$ cat config.mk
export PLATFORM = sky130hd
export DESIGN_NAME = adder_mp_arbiter_flat
export DESIGN_NICKNAME = d
export VERILOG_FILES = /design/src/rtl/adder_mp_arbiter_if.sv /design/src/rtl/adder_mp_arbiter.sv /design/src/flat_wrapper.sv
export SDC_FILE = /design/constraint.sdc
export NUM_CORES = 1
export LEC_CHECK = 0
export CAP_MARGIN = 0
export CORE_ASPECT_RATIO = 0.5
export CORE_MARGIN = 2
export CORE_UTILIZATION = 44
export CTS_CLUSTER_SIZE = 25
export DETAILED_ROUTE_END_ITERATION = 7
export PLACE_DENSITY = 0.93
export SKIP_LAST_GASP = 1
export SLEW_MARGIN = 5
export SYNTH_ARGS = -nofsm -noshare
export SYNTH_HDL_FRONTEND = slang
export SYNTH_SLANG_ARGS = --single-unit
$ cat constraint.sdc
create_clock -name clk -period 5.6 [get_ports clk]
set_input_delay 1.4 -clock clk [delete_from_list [all_inputs] [get_ports clk]]
set_output_delay 1.4 -clock clk [all_outputs]
set_load 0.02 [all_outputs]
$ cat src/rtl/adder_mp_arbiter_if.sv
// Shared-adder handshake bundle: two word-streaming requesters
// and one registered, id-tagged result stream.
interface adder_mp_arbiter_if #(
    parameter int W = 32
);

    logic         req0_valid;
    logic         req0_ready;
    logic [W-1:0] req0_a;
    logic [W-1:0] req0_b;
    logic         req0_cin;
    logic         req0_last;

    logic         req1_valid;
    logic         req1_ready;
    logic [W-1:0] req1_a;
    logic [W-1:0] req1_b;
    logic         req1_cin;
    logic         req1_last;

    logic         res_valid;
    logic         res_ready;
    logic [W-1:0] res_sum;
    logic         res_cout;
    logic         res_last;
    logic         res_id;

    // Requesters and result consumer side
    modport master (
        output req0_valid, req0_a, req0_b, req0_cin, req0_last,
        input  req0_ready,
        output req1_valid, req1_a, req1_b, req1_cin, req1_last,
        input  req1_ready,
        input  res_valid, res_sum, res_cout, res_last, res_id,
        output res_ready
    );

    // Arbitrated adder side
    modport slave (
        input  req0_valid, req0_a, req0_b, req0_cin, req0_last,
        output req0_ready,
        input  req1_valid, req1_a, req1_b, req1_cin, req1_last,
        output req1_ready,
        output res_valid, res_sum, res_cout, res_last, res_id,
        input  res_ready
    );

endinterface

$ cat src/rtl/adder_mp_arbiter.sv
// Two-requester round-robin lock around one carry-select adder;
// multi-precision adds stream LS word first, carry chained per word.
module adder_mp_arbiter #(
    parameter int W = 32
) (
    input logic               clk,
    input logic               rst_n,
    adder_mp_arbiter_if.slave bus
);

    localparam int LW = W / 2;
    localparam int HW = W - LW;

    typedef enum logic [1:0] {
        IDLE = 2'd0,
        ARB  = 2'd1,
        BUSY = 2'd2
    } state_t;

    state_t       state;
    state_t       state_nx;
    logic         owner;
    logic         ptr;
    logic         grant;
    logic         grant_id;

    logic         carry;
    logic         first_word;

    logic         res_valid_q;
    logic [W-1:0] res_sum_q;
    logic         res_cout_q;
    logic         res_last_q;
    logic         res_id_q;

    logic         rdy0;
    logic         rdy1;
    logic         any_valid;
    logic         both_valid;

    logic         sel_valid;
    logic         sel_ready;
    logic [W-1:0] sel_a;
    logic [W-1:0] sel_b;
    logic         sel_cin;
    logic         sel_last;
    logic         accept;
    logic         done;
    logic         cin_eff;

    logic [LW:0]  lo;
    logic [HW:0]  hi0;
    logic [HW:0]  hi1;
    logic [W-1:0] sum;
    logic         cout;

    assign any_valid  = bus.req0_valid | bus.req1_valid;
    assign both_valid = bus.req0_valid & bus.req1_valid;

    // Owner's word fields, valid only while locked in BUSY
    assign sel_valid = owner ? bus.req1_valid : bus.req0_valid;
    assign sel_a     = owner ? bus.req1_a     : bus.req0_a;
    assign sel_b     = owner ? bus.req1_b     : bus.req0_b;
    assign sel_cin   = owner ? bus.req1_cin   : bus.req0_cin;
    assign sel_last  = owner ? bus.req1_last  : bus.req0_last;
    assign sel_ready = owner ? rdy1 : rdy0;

    assign accept  = (state == BUSY) && sel_valid && sel_ready;
    assign done    = accept && sel_last;
    assign cin_eff = first_word ? sel_cin : carry;

    // Carry-select: low half ripples, high half precomputed for both carries
    assign lo  = {1'b0, sel_a[LW-1:0]} + {1'b0, sel_b[LW-1:0]}
               + {{LW{1'b0}}, cin_eff};
    assign hi0 = {1'b0, sel_a[W-1:LW]} + {1'b0, sel_b[W-1:LW]};
    assign hi1 = {1'b0, sel_a[W-1:LW]} + {1'b0, sel_b[W-1:LW]}
               + {{HW{1'b0}}, 1'b1};
    assign sum  = {(lo[LW] ? hi1[HW-1:0] : hi0[HW-1:0]), lo[LW-1:0]};
    assign cout = lo[LW] ? hi1[HW] : hi0[HW];

    // State register, owner latch and round-robin pointer
    always_ff @(posedge clk) begin
        if (!rst_n) begin
            state <= IDLE;
            owner <= 1'b0;
            ptr   <= 1'b0;
        end else begin
            state <= state_nx;
            if (grant) owner <= grant_id;
            if (done)  ptr   <= ~owner;
        end
    end

    // Next-state and arbitration decision
    always_comb begin
        state_nx = state;
        grant    = 1'b0;
        grant_id = ptr;
        unique case (state)
            IDLE: begin
                if (any_valid) state_nx = ARB;
            end
            ARB: begin
                if (any_valid) begin
                    grant    = 1'b1;
                    grant_id = both_valid ? ptr : bus.req1_valid;
                    state_nx = BUSY;
                end else begin
                    state_nx = IDLE;
                end
            end
            BUSY: begin
                if (done) state_nx = IDLE;
            end
            default: state_nx = IDLE;
        endcase
    end

    // Readies: only the owner may advance, and only if the result slot frees
    always_comb begin
        rdy0 = 1'b0;
        rdy1 = 1'b0;
        if (state == BUSY) begin
            rdy0 = !owner && (!res_valid_q || bus.res_ready);
            rdy1 =  owner && (!res_valid_q || bus.res_ready);
        end
    end

    // Carry chain state and registered result slot
    always_ff @(posedge clk) begin
        if (!rst_n) begin
            carry       <= 1'b0;
            first_word  <= 1'b1;
            res_valid_q <= 1'b0;
            res_sum_q   <= '0;
            res_cout_q  <= 1'b0;
            res_last_q  <= 1'b0;
            res_id_q    <= 1'b0;
        end else begin
            if (accept) begin
                res_valid_q <= 1'b1;
                res_sum_q   <= sum;
                res_cout_q  <= cout;
                res_last_q  <= sel_last;
                res_id_q    <= owner;
                carry       <= sel_last ? 1'b0 : cout;
                first_word  <= sel_last;
            end else if (bus.res_ready) begin
                res_valid_q <= 1'b0;
            end
            if (grant) first_word <= 1'b1;
        end
    end

    assign bus.req0_ready = rdy0;
    assign bus.req1_ready = rdy1;
    assign bus.res_valid  = res_valid_q;
    assign bus.res_sum    = res_sum_q;
    assign bus.res_cout   = res_cout_q;
    assign bus.res_last   = res_last_q;
    assign bus.res_id     = res_id_q;

endmodule

$ cat src/flat_wrapper.sv
// flat-port wrapper written by rule: the top's interface ports become plain ports
module adder_mp_arbiter_flat 
#(
    parameter int W = 32
)
  (clk, rst_n, bus_req0_valid, bus_req0_a, bus_req0_b, bus_req0_cin, bus_req0_last, bus_req0_ready, bus_req1_valid, bus_req1_a, bus_req1_b, bus_req1_cin, bus_req1_last, bus_req1_ready, bus_res_valid, bus_res_sum, bus_res_cout, bus_res_last, bus_res_id, bus_res_ready);
  adder_mp_arbiter_if #(.W(W)) bus_i ();
  input logic clk;
  input logic rst_n;
  input wire logic [$bits(bus_i.req0_valid)-1:0] bus_req0_valid;
  input wire logic [$bits(bus_i.req0_a)-1:0] bus_req0_a;
  input wire logic [$bits(bus_i.req0_b)-1:0] bus_req0_b;
  input wire logic [$bits(bus_i.req0_cin)-1:0] bus_req0_cin;
  input wire logic [$bits(bus_i.req0_last)-1:0] bus_req0_last;
  output wire logic [$bits(bus_i.req0_ready)-1:0] bus_req0_ready;
  input wire logic [$bits(bus_i.req1_valid)-1:0] bus_req1_valid;
  input wire logic [$bits(bus_i.req1_a)-1:0] bus_req1_a;
  input wire logic [$bits(bus_i.req1_b)-1:0] bus_req1_b;
  input wire logic [$bits(bus_i.req1_cin)-1:0] bus_req1_cin;
  input wire logic [$bits(bus_i.req1_last)-1:0] bus_req1_last;
  output wire logic [$bits(bus_i.req1_ready)-1:0] bus_req1_ready;
  output wire logic [$bits(bus_i.res_valid)-1:0] bus_res_valid;
  output wire logic [$bits(bus_i.res_sum)-1:0] bus_res_sum;
  output wire logic [$bits(bus_i.res_cout)-1:0] bus_res_cout;
  output wire logic [$bits(bus_i.res_last)-1:0] bus_res_last;
  output wire logic [$bits(bus_i.res_id)-1:0] bus_res_id;
  input wire logic [$bits(bus_i.res_ready)-1:0] bus_res_ready;
  assign bus_i.req0_valid = bus_req0_valid;
  assign bus_i.req0_a = bus_req0_a;
  assign bus_i.req0_b = bus_req0_b;
  assign bus_i.req0_cin = bus_req0_cin;
  assign bus_i.req0_last = bus_req0_last;
  assign bus_req0_ready = bus_i.req0_ready;
  assign bus_i.req1_valid = bus_req1_valid;
  assign bus_i.req1_a = bus_req1_a;
  assign bus_i.req1_b = bus_req1_b;
  assign bus_i.req1_cin = bus_req1_cin;
  assign bus_i.req1_last = bus_req1_last;
  assign bus_req1_ready = bus_i.req1_ready;
  assign bus_res_valid = bus_i.res_valid;
  assign bus_res_sum = bus_i.res_sum;
  assign bus_res_cout = bus_i.res_cout;
  assign bus_res_last = bus_i.res_last;
  assign bus_res_id = bus_i.res_id;
  assign bus_i.res_ready = bus_res_ready;
  adder_mp_arbiter #(.W(W)) u_core (.clk(clk), .rst_n(rst_n), .bus(bus_i));
endmodule
==> flow_summary.toml, run 1 <==
[clock_network]
tritoncts = "built"
root_buffer = "clkbuf_16"
path_clk_slew_ns = 0.06
cts_num_sinks = 42
post_cts_buffers = 0
cts_hold_buf = 0
cts_resized = 0
cts_buffers = 5
cts_buffer_depth = 2
h-tree-depth = 2
insertion_delay_ns = 0.28

[final_layout]
synthToLayoutAreaGrowth_pct = 46.97
regArea_um2 = 842.1
multiInputGateArea_um2 = 3202
nNetsFinal = 837
drive_above_1_share = 0.1306
antenna_cells = 0
nFillCells = 754
final_area_um2 = 6151

[routing]
wl_per_cell_um = 14.84
drt-initial-drc-count = 160
wirelength_um = 11680
drt_first_pass_iters = 4
via_per_inst = 5.551
drc_errors = 0
drtAntennaViolNets = 0
dr_total_vias = 4369

[logic_synthesis]
synth_compound_area_frac = 0.2027
synth_top_family_by_area = "simple AND/OR/NAND/NOR gates"
synth_warnings = 0
synth_top_area_share = 0.2009
syn_avg_cell_area_um2 = 8.271
synth_xor_xnor_area_share = 0.06697
yosys.cell_types.count = 62
synth_edf_count = 0
ys_seq_elements = 42
synth_seq_area_share = 0.2009
synthMuxAreaShare = 0.1815
yosys.area.top_type = "dfxtp_1"
synth_cells = 506
ys.flop_type = "dfxtp_1"
synth_simple_gate_area_share = 0.2036
async_reset_ff_frac = 0
syn-num-nets = 678
synth.area.top_cells = "dfxtp_1, mux2_2, ha_1, a21oi_1, xnor2_1"
synthAdderAreaFrac = 0.1100
syn_area_um2 = 4185

[worst_setup_path]
cp_slowest_cell = "or4_4"
r2r_start = "u_core.owner"
worstPathRequired_ns = 5.82
critPathArrivalTime_ns = 5.32
r2r_slack_ns = 1.03
end_kind = "flop"
r2r_cells = 13
worstSetupPathType = "in -> reg"
slowest_delay_ns = 0.53
r2r_end = "u_core.carry"
cp-start-kind = "input pin"
cp_cell_sequence = "clkdlybuf4s50_1 > mux2_2 > ha_1 > fa_1 > a21o_1 > a221oi_1 > xnor2_1 > and3_1 > nand3_2 > nand4bb_1 > or4_4 > or4_1 > nand3_1"
cp_max_fo = 4

[worst_hold_path]
hp-class = "reg -> reg"
min_path_cells = 2
holdCritStartpoint = "u_core.bus.res_sum[12]"
worst_hold_path.endpoint = "u_core.bus.res_sum[12]"

[sta]
tightestPinTransition_ns = 1.046
timing.hold.ws_ns = 0.4512
min_period_over_period = 0.9108
finalSetupViolations = 0
relSlewSlack = 0.3017
max_freq_ghz = 0.1961
fin_worst_skew_ns = 0.003982
rsz0062_at_grt = "no"
hold_violations = 0
layout_min_cycle_time_ns = 5.100
fin_setup_tns_ns = 0
slew_violations = 0

[power]
peakVddDrop_mv = 0.1333
powerDensity_nw_per_um2 = 193.6
p_leak_nw = 2.252

[placed_design]
gp_congestion = 0.8560
place_hpwl_um = 9314
port_buffers = 174
placed_area_um2 = 6005

[global_routing]
antenna_found_initial = 0
grt_pass1_wl_um = 18820
grt_start_max_net_pins = 55
grt_pass1_vias = 4247
grt.total_usage = 0.2187
overflow = 0

[run_status]
status = "finished clean"

[flow_run]
cap_violations = 0

[floorplan]
core_um2 = 9353
die-area_um2 = 10360
io_pins = 175
num_rows = 25
start_util = 0.4475
die_height_um = 72.97
die_x_um = 141.9
==> where the power goes <==
group	switching, mW	internal (mW)	total, mW	leakage [nW]
Combinational	0.286	0.294	0.581	1.84
Sequential	0.0105	0.313	0.323	0.341
Clock	0.122	0.165	0.287	0.0698
==> sequential cells by signal, indices dropped and copies added, names as in the netlist <==
signal and flops:
u_core.state 2, u_core.bus.res_cout 1, u_core.bus.res_last 1, u_core.bus.res_sum 32, u_core.owner 1, u_core.ptr 1
u_core.bus.res_valid 1, u_core.carry 1, u_core.first_word 1, u_core.bus.res_id 1
==> critical path: cells and delay by family <==
kind / cells / cell delay (ns)
AO/OA/AOI/OAI: 2 / 0.61
XOR/XNOR: 1 / 0.25
adder cells (fa/ha/maj): 2 / 0.67
buffers and inverters: 1 / 0.40
multiplexers: 1 / 0.26
AND/OR/NAND/NOR: 6 / 1.74
==> kinds of logic after synthesis <==
group	after synthesis
multiplexers	68
buffers and inverters	37
AO/OA/AOI/OAI	129
AND/OR/NAND/NOR	163
flip-flops	42
adder cells (fa/ha/maj)	35
XOR/XNOR	32
==> how the worst max path moves through the flow <==
stage                         startpoint            to  slack, ns  cells after the start
after floorplan           bus_req1_b[16]  u_core.carry       0.92                     12
after global placement    bus_req1_b[16]  u_core.carry       0.35                     13
after detailed placement  bus_req1_b[16]  u_core.carry       0.24                     13
after CTS                 bus_req1_b[16]  u_core.carry       0.53                     13
after global routing      bus_req1_b[16]  u_core.carry       0.36                     13
final                     bus_req1_b[16]  u_core.carry       0.50                     13
==> cell usage in the layout (no fill, tap or decap), types with 3 or more instances in the layout <==
| cell type | n |
|---|---|
| a211oi_1 | 17 |
| a21o_1 | 13 |
| a21oi_1 | 40 |
| a311oi_1 | 3 |
| and3_1 | 5 |
| buf_4 | 3 |
| clkbuf_16 | 5 |
| clkdlybuf4s50_1 | 174 |
| dfxtp_1 | 41 |
| fa_1 | 3 |
| ha_1 | 32 |
| inv_1 | 12 |
| mux2_2 | 63 |
| mux2i_1 | 5 |
| nand2_1 | 37 |
| nand2b_1 | 7 |
| nand3_1 | 22 |
| nand4_1 | 6 |
| nand4b_1 | 6 |
| nor2_1 | 35 |
| nor2b_1 | 9 |
| nor3_1 | 10 |
| nor3b_1 | 3 |
| nor4_1 | 3 |
| o211ai_1 | 4 |
| o21ai_0 | 25 |
| or3_1 | 3 |
| xnor2_1 | 17 |
| xor2_1 | 15 |
==> layout make-up <==
cell class | instances | share of cell area
clock inverter | 3 | 0.003458
multi-input combinational | 427 | 0.5205
clock buffer | 5 | 0.02034
sequential | 42 | 0.1369
tap | 121 | 0.02461
timing repair buffer | 177 | 0.2868
inverter | 12 | 0.007323
==> stage by stage <==
stage	util	cells	setup WS [ns]	power [mW]
after floorplan	-	506	0.9163	0.7088
after global placement	0.6420	779	0.3545	0.8859
after detailed placement	0.6420	779	0.2369	0.9039
after CTS	0.6577	787	0.5319	1.193
after global routing	0.6577	787	0.3564	1.265
final	0.6577	787	0.4995	1.191
==> Yosys cell counts, types with 3 or more instances <==
cell,instances
o21ai_0,25
a21oi_1,40
a211oi_1,17
a311oi_1,3
nand3_1,22
o211ai_1,4
mux2_2,63
xnor2_1,17
inv_1,12
dfxtp_1,42
nor3_1,10
nand4b_1,6
ha_1,32
a21o_1,13
nand2b_1,7
nor3b_1,3
xor2_1,15
nor2_1,35
nor4_1,3
fa_1,3
and3_1,5
or3_1,3
nand4_1,6
mux2i_1,5
clkbuf_1,20
nand2_1,37
nor2b_1,9
==> routing by layer <==
| metal | up-vias | routed length (um) | GRT usage | part of all wire |
|---|---|---|---|---|
| li1 | 2203 | - | - | - |
| met1 | 2036 | 4943 | 0.2509 | 0.42 |
| met2 | 104 | 5876 | 0.4175 | 0.50 |
| met3 | 26 | 529 | 0.03346 | 0.045 |
| met4 | 0 | 329 | 0.08444 | 0.028 |
| met5 | - | 0 | 0 | 0 |
Power figures use the tool's default switching activity.
==> run 2: changes to the inputs <==
--- a/config.mk
+++ b/config.mk
@@ -8,10 +8,11 @@
 export CAP_MARGIN = 0
 export CORE_ASPECT_RATIO = 0.5
 export CORE_MARGIN = 2
-export CORE_UTILIZATION = 44
+export CORE_UTILIZATION = 40
 export CTS_CLUSTER_SIZE = 25
 export DETAILED_ROUTE_END_ITERATION = 7
-export PLACE_DENSITY = 0.93
+export PLACE_DENSITY = 0.9
+export REMOVE_ABC_BUFFERS = 1
 export SKIP_LAST_GASP = 1
 export SLEW_MARGIN = 5
 export SYNTH_ARGS = -nofsm -noshare
==> constraint.sdc (replaced) <==
create_clock -name clk -period 4.3 [get_ports clk]
set_input_delay 1.075 -clock clk [delete_from_list [all_inputs] [get_ports clk]]
set_output_delay 1.075 -clock clk [all_outputs]
set_load 0.02 [all_outputs]
==> run 2 against run 1 <==
Compared with the run above:
- clock skew hardly changed
- global-route usage is 0.12 points lower
- via count is 7.0% higher
- count of clock-buffer cells in the layout is 1 higher
- utilization is 2.4 points higher
- non-clock buffer count is 68 higher
- flip-flop and latch count stayed put
- final area is 13% higher
- combinational power is 67% higher
- die area is 9.6% higher
- critical path type unchanged
- largest cell class unchanged
- highest routed layer unchanged
==> flow_summary.toml, run 2 (synthesis results as in run 1) <==
[final_layout]
layout_common_cells = "clkdlybuf4s50_1, buf_4, mux2_2"
final_common_cell = "clkdlybuf4s50_1"
drive_above_1_share = 0.2452
largest_reg_flops = 32
final_area_um2 = 6943
final_util = 0.6819
antenna_cells = 0
synthToLayoutAreaGrowth_pct = 65.89
nNetsFinal = 905

[worst_setup_path]
path_common_cell = "a21o_1"
worstSetupPathType = "in -> reg"
cp_max_fo = 3
slowest_delay_ns = 0.55
cp_cell_sequence = "clkdlybuf4s50_1 > mux2_4 > fa_2 > a21o_1 > a221oi_2 > buf_4 > o211ai_1 > a21o_1 > a21oi_2 > xor2_1 > or4_4 > or4_1 > nand3_1"
cp_top_family = "simple AND/OR/NAND/NOR gates"
crit_buf_inv = 2
cp-start-kind = "input pin"
end_kind = "flop"
cp_slowest_cell = "or4_4"
critPathArrivalTime_ns = 4.49
worstPathRequired_ns = 4.52

[routing]
dr_total_vias = 4677
wirelength_um = 13460
via_per_inst = 5.351
drtAntennaViolNets = 0
wl_per_cell_um = 15.40
drt-initial-drc-count = 218
drt_first_pass_iters = 4
drc_errors = 0

[clock_network]
h-tree-depth = 2
cts_hold_buf = 0
root_buffer = "clkbuf_16"
path_clk_slew_ns = 0.06
cts_buffers = 5
tritoncts = "built"
cts_num_sinks = 42
insertion_delay_ns = 0.28
cts_buffer_depth = 2

[flow_run]
cap_violations = 0

[sta]
fin_worst_skew_ns = 0.004413
setup_slack_ns = 0.02503
relSlewSlack = 0.6206
tightestPinTransition_ns = 0.5677
layout_min_cycle_time_ns = 4.275
slew_violations = 0
hold_violations = 0
timing.hold.ws_ns = 0.4516
finalSetupViolations = 0
max_freq_ghz = 0.2339
min_period_over_period = 0.9942

[power]
combPwrFrac = 0.535
clock_power_share = 0.235
swShare = 0.3368
seqPwrFrac = 0.231
peakVddDrop_mv = 0.2031
switching_power_uw = 611.9
p_leak_nw = 2.660
power.total_mw = 1.817
powerDensity_nw_per_um2 = 261.6
p_int_mw = 1.205

[placed_design]
gp_congestion = 0.8438
placed_area_um2 = 6486
port_buffers = 174
place_ws_ns = -0.5863
place_hpwl_um = 10310

[run_status]
status = "finished clean"

[global_routing]
grt_pass1_vias = 4623
grt_use_met3 = 0.02395
met1_usage = 0.2450
overflow = 0
grt.total_usage = 0.2176
grt_most_used_layer = "met2"
grt_pass1_wl_um = 20760
antenna_found_initial = 0
grt_start_max_net_pins = 45
met2_usage = 0.4273

[floorplan]
io_pins = 175
die-area_um2 = 11350
die_height_um = 76.33
core_um2 = 10180
start_util = 0.4110
num_rows = 26
die_x_um = 148.7

[worst_hold_path]
hp-class = "reg -> reg"
[run 2: cell type report]
cell class                      instances  area, um^2
Clock inverter                          2       37.54
Inverter                               12       45.04
Sequential cell                        42       842.1
Multi-Input combinational cell        427        3432
Clock buffer                            6       128.9
Timing Repair Buffer                  245        2282
Fill cell                             749        3239
Tap cell                              140       175.2
[run 2: through the flow]
step                TNS (ns)  cells
global placement      -1.893    859
global route         -0.3081    874
CTS                        0    871
detailed placement    -2.856    859
finish                     0    874
floorplan             -7.147    481
[run 2: worst reg2reg max path: cells and delay by family (launching register included)]
family	cells	cell delay, ns
flip-flops	1	0.42
AND/OR/NAND/NOR	6	1.43
multiplexers	1	0.39
adder cells (fa/ha/maj)	1	0.35
buffers and inverters	3	0.88
AO/OA/AOI/OAI	3	0.36
[run 2: path summary, 6_finish.rpt]
kind         slack [ns]  depth (start not counted)                   start                endpoint
max reg2reg        0.39                         14            u_core.owner            u_core.carry
min                0.45                          2  u_core.bus.res_sum[10]  u_core.bus.res_sum[10]
max                0.03                         13          bus_req0_a[17]            u_core.carry
min reg2reg        0.45                          2  u_core.bus.res_sum[10]  u_core.bus.res_sum[10]
[run 2: timing repair]
item                                    CTS  global route
setup buffers                             4             3
pin swaps                                11            21
gates resized for setup                  17            31
endpoints found under the setup margin    6            11
[run 2: power groups by stage]
stage / combinational, mW / clock, mW / sequential, mW
5_1_grt: 1.05 / 0.447 / 0.421
3_5_place_dp: 0.882 / 0 / 0.427
2_1_floorplan: 0.467 / 0 / 0.450
3_3_place_gp: 0.852 / 0 / 0.426
4_1_cts: 0.904 / 0.427 / 0.418
6_report: 0.972 / 0.426 / 0.419
[run 2: metal layers]
layer | routed length (um) | vias up
met4 | 263 | 0
met5 | 0 | -
met1 | 5534 | 2206
met2 | 7115 | 114
met3 | 542 | 25
li1 | - | 2332
